`config.mk`:
```
export PLATFORM = sky130hd
export DESIGN_NAME = hpf_fir31
export DESIGN_NICKNAME = d
export VERILOG_FILES = /design/src/rtl/hpf_fir31.sv
export SDC_FILE = /design/constraint.sdc
export NUM_CORES = 1
export LEC_CHECK = 0
export ABC_CLOCK_PERIOD_IN_PS = 8250
export BUFFER_PORTS_ARGS = -buffer_cell sky130_fd_sc_hd__clkbuf_2
export CORE_UTILIZATION = 25
export CTS_BUF_LIST = sky130_fd_sc_hd__clkbuf_8
export CTS_CLUSTER_DIAMETER = 80
export CTS_CLUSTER_SIZE = 30
export DETAILED_ROUTE_END_ITERATION = 8
export GPL_TIMING_DRIVEN = 0
export PLACE_DENSITY_LB_ADDON = 0.08
export SLEW_MARGIN = 20
export SYNTH_ARGS = -nofsm -noshare
export SYNTH_HDL_FRONTEND = slang
export SYNTH_SLANG_ARGS = --single-unit
```
`constraint.sdc`:
```
create_clock -name clock -period 8.25 [get_ports clock]
set_input_delay 0.825 -clock clock [delete_from_list [all_inputs] [get_ports clock]]
set_output_delay 0.825 -clock clock [all_outputs]
set_load 0.01 [all_outputs]
```
`src/rtl/hpf_fir31.sv`:
```
// 31-tap high-pass FIR: circular sample history, one MAC per clock against an
// external coefficient ROM addressed by index, saturated output per input sample.
module hpf_fir31 #(
    parameter int TAPS = 31,
    parameter int DW   = 8,
    parameter int CW   = 10,
    parameter int AW   = 24,
    parameter int OW   = 18
) (
    input  logic                 clock,
    input  logic                 reset_n,
    input  logic                 ready,
    input  logic signed [DW-1:0] x,
    output logic [4:0]           index,
    input  logic signed [CW-1:0] coeff,
    output logic signed [OW-1:0] y,
    output logic                 y_valid,
    output logic                 busy,
    output logic                 overrun
);

    typedef enum logic [1:0] {
        IDLE = 2'd0,
        MAC  = 2'd1,
        DONE = 2'd2
    } state_t;

    localparam int LAST_I = TAPS - 1;
    localparam logic [4:0] LAST_IDX = LAST_I[4:0];
    localparam int YMAX_I = (1 << (OW - 1)) - 1;
    localparam int YMIN_I = -(1 << (OW - 1));
    localparam logic signed [AW-1:0] Y_MAX = YMAX_I[AW-1:0];
    localparam logic signed [AW-1:0] Y_MIN = YMIN_I[AW-1:0];

    state_t                      state_r;
    state_t                      state_nxt_s;
    logic                        accept_s;
    logic                        mac_s;
    logic                        done_s;
    logic [4:0]                  offset_r;
    logic [4:0]                  index_r;
    logic [4:0]                  rd_addr_s;
    logic signed [DW-1:0]        hist_r [32];
    logic signed [DW-1:0]        sample_s;
    logic signed [DW+CW-1:0]     prod_s;
    logic signed [AW-1:0]        prod_ext_s;
    logic signed [AW-1:0]        acc_r;
    logic signed [OW-1:0]        y_r;
    logic                        y_valid_r;
    logic                        busy_r;
    logic                        overrun_r;

    function automatic logic signed [OW-1:0] sat_out(input logic signed [AW-1:0] a);
        logic signed [OW-1:0] r;
        if (a > Y_MAX) begin
            r = Y_MAX[OW-1:0];
        end else if (a < Y_MIN) begin
            r = Y_MIN[OW-1:0];
        end else begin
            r = a[OW-1:0];
        end
        return r;
    endfunction

    // index 0 pairs with the newest sample, which sits one slot behind the write offset
    assign rd_addr_s  = offset_r - 5'd1 - index_r;
    assign sample_s   = hist_r[rd_addr_s];
    assign prod_s     = sample_s * coeff;
    assign prod_ext_s = {{(AW-DW-CW){prod_s[DW+CW-1]}}, prod_s};

    // state register
    always_ff @(posedge clock or negedge reset_n) begin
        if (!reset_n) begin
            state_r <= IDLE;
        end else begin
            state_r <= state_nxt_s;
        end
    end

    // next-state decode and per-state control strobes
    always_comb begin
        state_nxt_s = state_r;
        accept_s    = 1'b0;
        mac_s       = 1'b0;
        done_s      = 1'b0;
        case (state_r)
            IDLE: begin
                if (ready) begin
                    accept_s    = 1'b1;
                    state_nxt_s = MAC;
                end else begin
                    state_nxt_s = IDLE;
                end
            end
            MAC: begin
                mac_s = 1'b1;
                if (index_r == LAST_IDX) begin
                    state_nxt_s = DONE;
                end else begin
                    state_nxt_s = MAC;
                end
            end
            DONE: begin
                done_s      = 1'b1;
                state_nxt_s = IDLE;
            end
            default: begin
                state_nxt_s = IDLE;
            end
        endcase
    end

    // datapath: history write, accumulate, saturate, status pulses
    always_ff @(posedge clock or negedge reset_n) begin
        if (!reset_n) begin
            for (int i = 0; i < 32; i++) begin
                hist_r[i] <= '0;
            end
            offset_r  <= 5'd0;
            index_r   <= 5'd0;
            acc_r     <= '0;
            y_r       <= '0;
            y_valid_r <= 1'b0;
            busy_r    <= 1'b0;
            overrun_r <= 1'b0;
        end else begin
            y_valid_r <= done_s;
            overrun_r <= ready && (state_r != IDLE);
            busy_r    <= (state_nxt_s != IDLE);
            if (accept_s) begin
                hist_r[offset_r] <= x;
                offset_r         <= offset_r + 5'd1;
                acc_r            <= '0;
                index_r          <= 5'd0;
            end else if (mac_s) begin
                acc_r <= acc_r + prod_ext_s;
                if (index_r != LAST_IDX) begin
                    index_r <= index_r + 5'd1;
                end else begin
                    index_r <= index_r;
                end
            end else if (done_s) begin
                y_r     <= sat_out(acc_r);
                index_r <= 5'd0;
            end else begin
                index_r <= 5'd0;
            end
        end
    end

    assign index   = index_r;
    assign y       = y_r;
    assign y_valid = y_valid_r;
    assign busy    = busy_r;
    assign overrun = overrun_r;

endmodule

```
==> summary.txt <==
Status
  • Run status: finished, violations left
  • Failing checks: design-rule violations

CTS
  • CTS tree: yes
  • Clk buf depth: 3
  • Reg clk slew, reported paths: 0.14 ns
  • Root Driver: clkbuf_8
  • Clk sinks: 313
  • Num CTS Buffers: 27
  • Hold_buf cts: 0
  • Clk_lat worst skew: 0.68 ns
  • CTS H-tree depth: 1

Yosys
  • Synth unique cells: 53
  • Number of synthesized flops with an enable pin: 0
  • Post-synthesis compound-gate area fraction: 0.0367
  • Syn avg cell area: 13.3 um2
  • Fraction of the mapped netlist area in adder cells: 0.163
  • Syn nets: 1591
  • Synth Area in XOR/XNOR: 0.0147
  • FFs w/ async S/R, synth: 1.00
  • Synth Instances: 1395
  • Sequential area share after synthesis: 0.422
  • Ys flop type: dfrtp_1
  • Synth top area share: 0.422
  • Synth area leader: dfrtp_1
  • Main combinational cell family by area after synthesis: multiplexers
  • Warnings, synthesis: 0
  • Main area contributors after synthesis: dfrtp_1, mux2_2, fa_1, mux4_2, ha_1
  • Post-synthesis mux area share: 0.261
  • Synth Area in Simple Gates: 0.0641
  • Synthesized area: 18500 um2
  • FF+latch count, synth: 313

GRT
  • GR Util All Layers: 0.143
  • Vias in the first global route: 12200
  • First-pass GRT wire length: 80.8 mm
  • Pin count of the biggest net entering global routing: 82
  • Global route total overflow: 0
  • Initial antenna violation count: 1

Timing
  • Fin worst setup slack: 0.400 ns
  • Slew Viols, Final: 0
  • # setup viols final: 0
  • Unrepaired setup endpoints after global routing: false
  • TNS Setup: 0 ns
  • Slew @ Worst Pin: 1.12 ns
  • Relative slew slack: 0.253
  • Max frequency: 0.127 GHz
  • Clk_skew: 0.0706 ns
  • Hold Fails Final Rpt: 0
  • Final period util: 0.951
  • Min cycle time layout: 7.85 ns
  • WHS: 0.0645 ns

Placement
  • IO Port Bufs: 46
  • Post-placement cell count: 2405
  • Final HPWL DP: 39.2 mm
  • Final Wtd Congestion: 0.747
  • Setup WS pre-CTS: -1.04 ns

Floorplan
  • Core Box Area: 73200 um2
  • Initial Util: 0.253
  • Die ar.: 75300 um2
  • # IOs: 47
  • Floorplan die height: 274 um
  • Chip width: 274 um
  • Site Rows: 99

Worst setup path
  • Startpoint types: flip-flop
  • Critical path arrival: 8.37 ns
  • Worst r2r path cells: 23
  • Critical path data required time: 8.77 ns
  • CP Capture Type: flip-flop
  • Crit Path Category: reg2reg
  • RR Endpoint: acc_r[18]$_DFFE_PN0P_
  • CP max FO: 15
  • R2R Setup Slk: 0.40 ns
  • Reg2reg start: index[0]$_DFFE_PN0P_

Drt
  • DR WL/cell: 21.0 um
  • Total number of vias: 11200
  • Via density: 4.53
  • WL final: 51.8 mm
  • DRT Pass-1 Iters: 6
  • Post-route ant nets: 0
  • DRC Markers: 6
  • Iter 0 DRT Violations: 472

Finish
  • Final net count: 1680
  • Final Non-Filler Cells: 2465
  • Fill cell count: 7409
  • Layout Area Growth over Synthesis: 13.3%
  • Layout cells sized above 1: 0.325

Pwr
  • Post-route total power: 9.50 mW
  • Pwr per Cell Area: 452 nW/um2
  • Worst vdd rail ir drop: 0.189 mV
  • LEAKAGE: 9.92 nW

Min path
  • Hold Crit Class: in2async

Job
  • Max cap viols: 0
==> metrics by stage <==
stage                util  instance area [um2]
floorplan               -                18500
global placement    0.273                20000
detailed placement  0.275                20100
CTS                 0.285                20800
global route        0.287                21000
finish              0.287                21000
==> layer usage <==
| layer | vias to the layer above | track usage | share of wire |
|---|---|---|---|
| met2 | 119 | 0.249 | 0.51 |
| met5 | - | 0 | 0 |
| met4 | 0 | 0.0251 | 0.017 |
| met1 | 5962 | 0.192 | 0.45 |
| met3 | 42 | 0.0159 | 0.023 |
| li1 | 5046 | - | - |
==> how the worst max path moves through the flow <==
stage | depth (start not counted) | to | from
6_report | 23 | acc_r[18]$_DFFE_PN0P_ | index[0]$_DFFE_PN0P_
5_1_grt | 25 | acc_r[23]$_DFFE_PN0P_ | index[0]$_DFFE_PN0P_
4_1_cts | 22 | acc_r[23]$_DFFE_PN0P_ | index[0]$_DFFE_PN0P_
3_5_place_dp | 23 | acc_r[23]$_DFFE_PN0P_ | index[0]$_DFFE_PN0P_
3_3_place_gp | 1 | acc_r[19]$_DFFE_PN0P_ | reset_n
2_1_floorplan | 23 | acc_r[18]$_DFFE_PN0P_ | index[0]$_DFFE_PN0P_
==> logic make-up (layout without fill, tap and decap cells) <==
logic type	Yosys count	count (layout)
adder cells (fa/ha/maj)	175	175
AO/OA/AOI/OAI	110	110
AND/OR/NAND/NOR	245	245
other	0	1
flip-flops	313	313
XOR/XNOR	29	29
multiplexers	344	344
buffers and inverters	179	289
==> power breakdown <==
group          switching (mW)  total, mW  internal [mW]
logic                    3.57       6.36           2.79
clock network           0.676       1.12          0.441
registers               0.191       2.02           1.83
==> critical path, stage by stage, from the launching register on <==
cell      delay [ns]
dfrtp_1         0.42
inv_1           0.12
ha_1            0.25
fa_2            0.60
buf_12          0.14
clkbuf_2        0.34
mux4_2          0.38
mux4_2          0.52
mux2_4          0.37
and2_4          0.29
fa_1            0.54
inv_1           0.06
fa_1            0.52
inv_1           0.05
fa_1            0.48
fa_1            0.50
ha_1            0.31
ha_1            0.37
or2_2           0.33
a21o_1          0.18
a21oi_1         0.28
a211oi_1        0.10
or3_1           0.32
a32o_1          0.24
==> area by class of cell <==
class,count,area [um2],area share
Clock buffer,29,399,0.0190
Clock inverter,21,282,0.0134
Buffer,62,294,0.0140
Inverter,116,435,0.0207
Timing Repair Buffer,61,485,0.0231
Antenna cell,1,2.50,0.000119
Tap cell,959,1200,0.0571
Sequential cell,313,7830,0.373
Multi-Input combinational cell,903,10100,0.480
==> Yosys cell counts (all sizes together) (7+ instances only) <==
library cell    n
buf            13
mux2          258
clkbuf         50
nand2          74
xnor2          22
fa            112
a211oi          7
a21oi          15
dfrtp         313
mux4           80
nor2           58
nor2b          43
nand2b         14
o21ai          44
nand3          19
xor2            7
inv           116
o22ai           7
nor3            7
nor3b           7
a21o           10
ha             63
==> flip-flops by register name (all words and copies together) (netlist names), 2 cells and up <==
register  flops
hist_r      256
index         5
y            18
acc_r        24
offset_r      5
state_r       2
==> cell usage in the layout, fill, tap and decap left out, types with 5 or more instances in the layout <==
cell type    n
dfrtp_1    313
inv_1      114
nor2_1      55
a21oi_1     14
xor2_1       7
nor2b_1     43
fa_1       111
mux4_2      80
inv_8        5
nand2_1     74
clkbuf_1    42
mux2_2     257
nand2b_1    14
nand3_1     19
mux2i_4      6
a211oi_1     7
xnor2_1     19
a31oi_1      5
o21ai_0     44
ha_1        63
nor3_1       7
nor3b_1      7
buf_4       13
clkbuf_2    47
clkbuf_8    30
a21o_1      10
o22ai_1      7
==> what timing repair did <==
action,in CTS,in global routing
setup endpoints to repair,15,8
pin swaps,0,1
resized for setup,17,7
cloned,0,0
setup buffers,0,10
No activity file was read; power rests on OpenSTA's default activity.
